==> config.mk <==
export PLATFORM = sky130hd
export DESIGN_NAME = vr_udp_tx_arbiter
export DESIGN_NICKNAME = d
export VERILOG_FILES = /design/src/rtl/vr_udp_tx_arbiter.sv
export SDC_FILE = /design/constraint.sdc
export NUM_CORES = 1
export LEC_CHECK = 0
export ABC_AREA = 1
export CORE_AREA = 2 2 560 562
export CTS_BUF_LIST = sky130_fd_sc_hd__clkbuf_4
export CTS_CLUSTER_SIZE = 28
export DETAILED_ROUTE_END_ITERATION = 10
export DIE_AREA = 0 0 562 564
export HOLD_SLACK_MARGIN = 0.06
export PLACE_DENSITY = 0.3
export SYNTH_ARGS = -nofsm -noshare
export SYNTH_HDL_FRONTEND = slang
export SYNTH_SLANG_ARGS = --single-unit
==> constraint.sdc <==
create_clock -name clk -period 2.2 [get_ports clk]
set_input_delay 0.44 -clock clk [delete_from_list [all_inputs] [get_ports clk]]
set_output_delay 0.44 -clock clk [all_outputs]
set_load 0.03 [all_outputs]
==> src/rtl/vr_udp_tx_arbiter.sv <==
// Round-robin arbiter sharing one UDP TX meta/data path between NUM_SRC engines.
// A grant is taken in IDLE, held through the meta beat and every data beat up to
// and including the beat flagged last, so packets never interleave.
// Ready/valid and payload are muxed combinationally from the registered grant.
module vr_udp_tx_arbiter #(
   parameter int NUM_SRC = 3,
   parameter int META_W  = 96,
   parameter int DATA_W  = 256,
   localparam int IDX_W  = $clog2(NUM_SRC)
) (
   input  logic                        clk,
   input  logic                        rst,
   input  logic [NUM_SRC-1:0]          src_meta_val,
   input  logic [NUM_SRC*META_W-1:0]   src_meta,
   output logic [NUM_SRC-1:0]          arb_src_meta_rdy,
   input  logic [NUM_SRC-1:0]          src_data_val,
   input  logic [NUM_SRC*DATA_W-1:0]   src_data,
   input  logic [NUM_SRC-1:0]          src_data_last,
   output logic [NUM_SRC-1:0]          arb_src_data_rdy,
   output logic                        arb_udp_meta_val,
   output logic [META_W-1:0]           arb_udp_meta,
   input  logic                        udp_arb_meta_rdy,
   output logic                        arb_udp_data_val,
   output logic [DATA_W-1:0]           arb_udp_data,
   output logic                        arb_udp_data_last,
   input  logic                        udp_arb_data_rdy,
   output logic                        arb_busy,
   output logic [IDX_W-1:0]            arb_grant_idx
);

   // state | meaning
   // IDLE  | no grant; round-robin search over meta requests (1-cycle bubble)
   // META  | granted source's meta beat routed to UDP TX
   // DATA  | granted source's data beats routed until the last beat is accepted

   localparam int CW = IDX_W + 1;

   typedef enum logic [1:0] {
      IDLE = 2'd0,
      META = 2'd1,
      DATA = 2'd2
   } state_t;

   state_t             state;
   state_t             state_next;
   logic [IDX_W-1:0]   grant_idx;
   logic [IDX_W-1:0]   grant_next;
   logic [IDX_W-1:0]   rr_ptr;
   logic [IDX_W-1:0]   rr_next;
   logic [IDX_W-1:0]   grant_inc;
   logic [IDX_W-1:0]   pick_idx;
   logic               pick_found;
   logic [CW-1:0]      cand;
   logic [META_W-1:0]  meta_arr [NUM_SRC];
   logic [DATA_W-1:0]  data_arr [NUM_SRC];

   assign arb_grant_idx = grant_idx;
   assign grant_inc     = (grant_idx == IDX_W'(NUM_SRC - 1)) ? '0 : grant_idx + IDX_W'(1);

   // Split the flat per-source buses into indexable words.
   always_comb begin
      for (int i = 0; i < NUM_SRC; i++) begin
         meta_arr[i] = src_meta[i*META_W +: META_W];
         data_arr[i] = src_data[i*DATA_W +: DATA_W];
      end
   end

   // First requesting source at or after rr_ptr, wrapping at NUM_SRC (works for non-power-of-2).
   always_comb begin
      pick_found = 1'b0;
      pick_idx   = '0;
      cand       = '0;
      for (int i = 0; i < NUM_SRC; i++) begin
         cand = {1'b0, rr_ptr} + CW'(i);
         if (cand >= CW'(NUM_SRC)) begin
            cand = cand - CW'(NUM_SRC);
         end
         if (!pick_found && src_meta_val[cand[IDX_W-1:0]]) begin
            pick_found = 1'b1;
            pick_idx   = cand[IDX_W-1:0];
         end
      end
   end

   // Next-state logic and the combinational routing of the granted source.
   always_comb begin
      state_next        = state;
      grant_next        = grant_idx;
      rr_next           = rr_ptr;
      arb_busy          = 1'b1;
      arb_src_meta_rdy  = '0;
      arb_src_data_rdy  = '0;
      arb_udp_meta_val  = 1'b0;
      arb_udp_meta      = '0;
      arb_udp_data_val  = 1'b0;
      arb_udp_data      = '0;
      arb_udp_data_last = 1'b0;
      case (state)
         IDLE: begin
            arb_busy = 1'b0;
            if (pick_found) begin
               grant_next = pick_idx;
               state_next = META;
            end
         end
         META: begin
            arb_udp_meta_val            = src_meta_val[grant_idx];
            arb_udp_meta                = meta_arr[grant_idx];
            arb_src_meta_rdy[grant_idx] = udp_arb_meta_rdy;
            if (src_meta_val[grant_idx] && udp_arb_meta_rdy) begin
               state_next = DATA;
            end
         end
         DATA: begin
            arb_udp_data_val            = src_data_val[grant_idx];
            arb_udp_data                = data_arr[grant_idx];
            arb_udp_data_last           = src_data_last[grant_idx];
            arb_src_data_rdy[grant_idx] = udp_arb_data_rdy;
            if (src_data_val[grant_idx] && udp_arb_data_rdy && src_data_last[grant_idx]) begin
               rr_next    = grant_inc;
               state_next = IDLE;
            end
         end
         default: begin
            // Unreachable encoding: poison everything so simulation exposes it.
            state_next        = state_t'('x);
            arb_busy          = 1'bx;
            arb_src_meta_rdy  = 'x;
            arb_src_data_rdy  = 'x;
            arb_udp_meta_val  = 1'bx;
            arb_udp_meta      = 'x;
            arb_udp_data_val  = 1'bx;
            arb_udp_data      = 'x;
            arb_udp_data_last = 1'bx;
         end
      endcase
   end

   // State, grant and round-robin pointer registers.
   always_ff @(posedge clk) begin
      if (rst) begin
         state     <= IDLE;
         grant_idx <= '0;
         rr_ptr    <= '0;
      end else begin
         state     <= state_next;
         grant_idx <= grant_next;
         rr_ptr    <= rr_next;
      end
   end

endmodule

---- Word level (Yosys, flattened, before mapping) ----
Index checks and enable logic that the tools add are counted.
storage, ports and cells
  logic and storage cells ................. 84
  register bits ........................... 6
operators by class
  multiplexer cells ....................... 42
  reductions and logical operators ........ 15
  order comparisons ....................... 9
  equality and inequality tests ........... 6
  add/sub/neg operators ................... 6
  bitwise gates (word level) .............. 3
operators with widths
  kind                 number
  $bmux 256 s2         1
  $mux 256             2
  $pmux 256 s2         1
  $bmux 96 s2          1
  $mux 96              2
  $pmux 96 s2          1
  $mux 2               10
  $bmux 1 s2           6
  $lt 2x3->1 const B   4
  $pmux 3 s2           2
  $mux 1               10
  $pmux 1 s2           4
  $and 3x3->3          2
  $ge 3x2->1 const B   2
  $logic_and 1x1->1    6
  $ne 2x2->1 const B   3
  $pmux 2 s3           1
  $reduce_or 2->1      3
  $sub 2x2->2 const B  3
  $eq 2x2->1 const B   2
  $reduce_and 2->1     2
  $add 2x1->3 const B  1
  $add 2x2->3 const B  1
  $ge 3x3->1 const B   1
  9 further kinds      10

---- Depth between registers and ports, before layout ----
  depth in word-level cells ............... 13
  depth in mapped cells ................... 12
  mapped depth without buffers ............ 12

---- Worst setup path after synthesis ----
Ideal clock, no wire load.
  kind .................................... reg2out
  start ................................... register state[0]
  end ..................................... output arb_src_meta_rdy[1]
  stages on the path, launching flop included .. 8
  data arrival time ....................... 1.760 ns
  slack ................................... 0.000 ns
  data required time ...................... 1.760 ns
  buffers on the path ..................... 2
  path through ............................ dfxtp_1 > inv_1 > ha_1 > clkbuf_1 > nor2_1 > buf_2 > nand2_1 > nor2_1
on the way
  cells in the longest elaborated chain, start to end .. 3
RTL lines
  item                                           line  text
  start: declaration                             44    state_t state;
  start signal: assignment                       146   state <= state_next;
  $eq 2x2->1 or $logic_not 2->1 (tied branches)  98    case (state)
  $reduce_or 2->1 (no line)                      --
  $pmux 3 s2 *                                   98
  end: declaration                               15    output logic [NUM_SRC-1:0] arb_src_meta_rdy,
Mark *: on every way between the ends. The rest lies on a longest branch, timed or not.

---- Final worst setup path ----
  start ................................... register grant_idx[0] (netlist: arb_grant_idx[0])
  end ..................................... output arb_udp_data[202]
on the way
  cells in the longest elaborated chain, start to end .. 5
RTL lines
  item                                         line  text
  start: declaration                           46    logic [IDX_W-1:0] grant_idx;
  start signal: assignment                     147   grant_idx <= grant_next;
  $not 2->3 (implied by the code)              116   arb_udp_data = data_arr[grant_idx];
  $bmux 256 s2                                 116
  $mux 256 (implied by the code) (2 in a row)  116
  $pmux 256 s2                                 98
  end: declaration                             24    output logic [DATA_W-1:0] arb_udp_data,
No other way between the ends. The select of a mux whose other input is x is not followed.

==> results_dict.tcl <==
set metrics [dict create \
    grt_pass1_vias 21740 \
    r2r_slack_ns 0.09 \
    crit_path_end "arb_udp_data[202]" \
    crit_cells 9 \
    status "finished with violations" \
    path_cells "nor2_4, buf_12, buf_16, a22oi_2, buf_4, nand2_2, nand2_1, inv_2, buf_12" \
    fin_crit_sh 1.177 \
    synthFlopType "dfxtp_1" \
    vias_per_cell 2.878 \
    reg2reg_depth 15 \
    post_dp_cell_area_um2 32510 \
    ys_seq_elements 6 \
    violations "negative setup slack" \
    yosysTopAreaCell "nand2_1" \
    cpMaxStageDelayCell "dfxtp_4" \
    root_buffer "clkbuf_4" \
    required_ns 1.76 \
    nNetsFinal 4767 \
    power_density_nw_per_um2 1206 \
    async_reset_ff_frac 0 \
    max_freq_ghz 0.3863 \
    grt.total_usage 0.1524 \
    rows 205 \
    synth_top_family_by_area "simple AND/OR/NAND/NOR gates" \
    clock_latency_ns 0.26 \
    leakage_nw 16.60 \
    clk_pin_slew_worst_paths_ns 0.06 \
    synth_xor_area_frac 0 \
    final_cell_area_um2 38330 \
    yosysWarnings 0 \
    muxShareOfSynthArea 0 \
    design.core.area_um2 310900 \
    slew_violations 0 \
    fp.dieH_um 564 \
    drtPass1Iterations 7 \
    grt_pass1_wl_um 300500 \
    grt_antenna_before_repair 338 \
    finClkSkew_ns 0.005961 \
    rsz0062_at_grt "yes" \
    numCtsBuffers 3 \
    max-cap-violations 0 \
    min_period_ns 2.589 \
    ys_seq_area_frac 0.01281 \
    start_kind "flop" \
    cts_tree "built" \
    first_iter_violations 1744 \
    drc_errors 0 \
    start_util 0.03017 \
    synth_edf_count 0 \
    critical_path.max_stage_delay_ns 0.41 \
    io_pins 1433 \
    setup_viol_count_final 360 \
    crit_buf_inv 5 \
    synth.net_count 3142 \
    dieArea_um2 317000 \
    cp-startpoint "arb_grant_idx[0]" \
    post-place-ws_ns -0.6375 \
    clock-sinks 6 \
    gr-total-overflow 0 \
    synthAdderAreaFrac 0.008005 \
    wl_per_cell_um 33.29 \
    worst_slack_ns -0.3886 \
    fin_cells 7915 \
    r2r-start "arb_grant_idx[0]" \
    htreeDepth 1 \
    grt_start_max_net_pins 60 \
    vias 22780 \
    netlist_area_um2 9378 \
    ir_drop_v 0.0004940 \
    hpwl_um 228000 \
    netlist_instances 2067 \
    routed_wl_um 263500 \
    drive_gt1_frac 0.3626 \
    cpLargestDelayFamily "buffers and inverters" \
    crit_path_end_kind "output port" \
    max_slew_margin 0.5807 \
    synthTopCellsByArea "nand2_1 45%, a22oi_1 25%, inv_1 15%" \
    critPathMaxFanout 20 \
    hp-start "state[1]" \
    worst_slew_pin_slew_ns 0.6270 \
    arrival_ns 2.15 \
    portBuffers 1432 \
    r2r-end "state[0]" \
    synth_most_common_cell "nand2_1" \
    placed_cells 7672 \
    hold_viol_final 0 \
    hold_class "flop to flop" \
    whs_ns 0.5462 \
    postRouteAntennaNets 0 \
    syn_to_final_growth_pct 308.7 \
    dieWidth_um 562 \
    cts_buffer_depth 2 \
    synth_commonest_cells "1123 x nand2_1, 368 x inv_1, 315 x a22oi_1" \
    syn_avg_cell_area_um2 4.537 \
    path_common_cell "buf_12" \
    synth.distinct_cells 18 \
    synth_compound_area_frac 0.2570 \
    synth_simple_gate_area_frac 0.4907 \
    routabilityCongestion 0.9075 \
    criticalPathCategory "flop to output port" \
    yosysTopAreaCellShare 0.4495 \
]
-- per-layer routing --
metal | GRT usage | vias up | wire length, um
met4 | 0.02650 | 274 | 6808
met3 | 0.08743 | 570 | 35210
li1 | - | 9799 | -
met5 | 0 | - | 1844
met2 | 0.2444 | 1539 | 117000
met1 | 0.1766 | 10600 | 102600
-- where the power goes --
| part | total, mW | switching, mW | leakage [nW] | internal, mW |
|---|---|---|---|---|
| Sequential | 0.213 | 0.0586 | 0.0505 | 0.154 |
| Combinational | 45.9 | 25.2 | 16.5 | 20.7 |
| Clock | 0.120 | 0.0569 | 0.0143 | 0.0629 |
-- placed cells by master (no fill, tap or decap) --
master / n
clkdlybuf4s50_1: 1068
nand2_1: 804
buf_12: 324
a22oi_1: 212
nand2_2: 210
inv_1: 195
buf_4: 188
inv_2: 169
a22oi_2: 103
nand2_4: 100
buf_6: 90
diode_2: 85
buf_16: 52
nand3_1: 31
clkbuf_16: 30
buf_8: 23
nor2_1: 19
nand3_2: 16
nand2_8: 9
inv_4: 7
o21ai_0: 6
nand3_4: 5
ha_1: 5
nand4_1: 4
nor2_4: 4
dfxtp_1: 4
a21oi_1: 3
clkbuf_4: 3
dfxtp_4: 2
nand3b_1: 1
inv_6: 1
ha_4: 1
bufbuf_16: 1
-- layout make-up --
type,count,area (um^2)
sequential,6,127.6
antenna,85,212.7
multi-input combinational,1533,9203
tap,4140,5180
inverter,372,1419
timing repair buffer,1776,22160
clock buffer,3,22.52
fill,36060,272500
-- per-stage QoR --
| step | utilization | total power [mW] | setup TNS (ns) |
|---|---|---|---|
| floorplan | - | 13.76 | 0 |
| global placement | 0.1046 | 35.29 | -65.90 |
| detailed placement | 0.1046 | 35.11 | -53.79 |
| CTS | 0.1128 | 40.93 | -105.29 |
| global route | 0.1228 | 48.41 | -108.72 |
| finish | 0.1233 | 46.23 | -75.87 |
-- tightest hold or removal path, stage by stage (launching register included) --
cell	delay [ns]
dfxtp_1	0.35
nor2_1	0.12
nor2_1	0.04
-- state kept, by name, summed over array words and instances (netlist names) --
signal         cells
state              2
arb_grant_idx      2
rr_ptr             2
-- logic make-up after synthesis --
| logic type | count (synthesis) |
|---|---|
| compound gates | 324 |
| fa+ha+maj | 6 |
| buf+inv | 528 |
| flops | 6 |
| simple gates | 1203 |
-- what timing repair did --
item / in CTS / in global routing
gates resized for setup: 371 / 620
setup buffers: 52 / 46
cloned: 30 / 34
pin swaps: 21 / 81
setup endpoints to repair: 363 / 362
hold buffers: 0 / 0
-- worst min-delay path by stage --
stage	cells after the start	to	slack, ns
5_1_grt	2	state[1]	0.59
3_5_place_dp	2	state[1]	0.54
4_1_cts	2	state[1]	0.56
6_report	2	state[1]	0.55
2_1_floorplan	2	state[1]	0.47
3_3_place_gp	2	state[1]	0.55
Power figures use the tool's default switching activity.
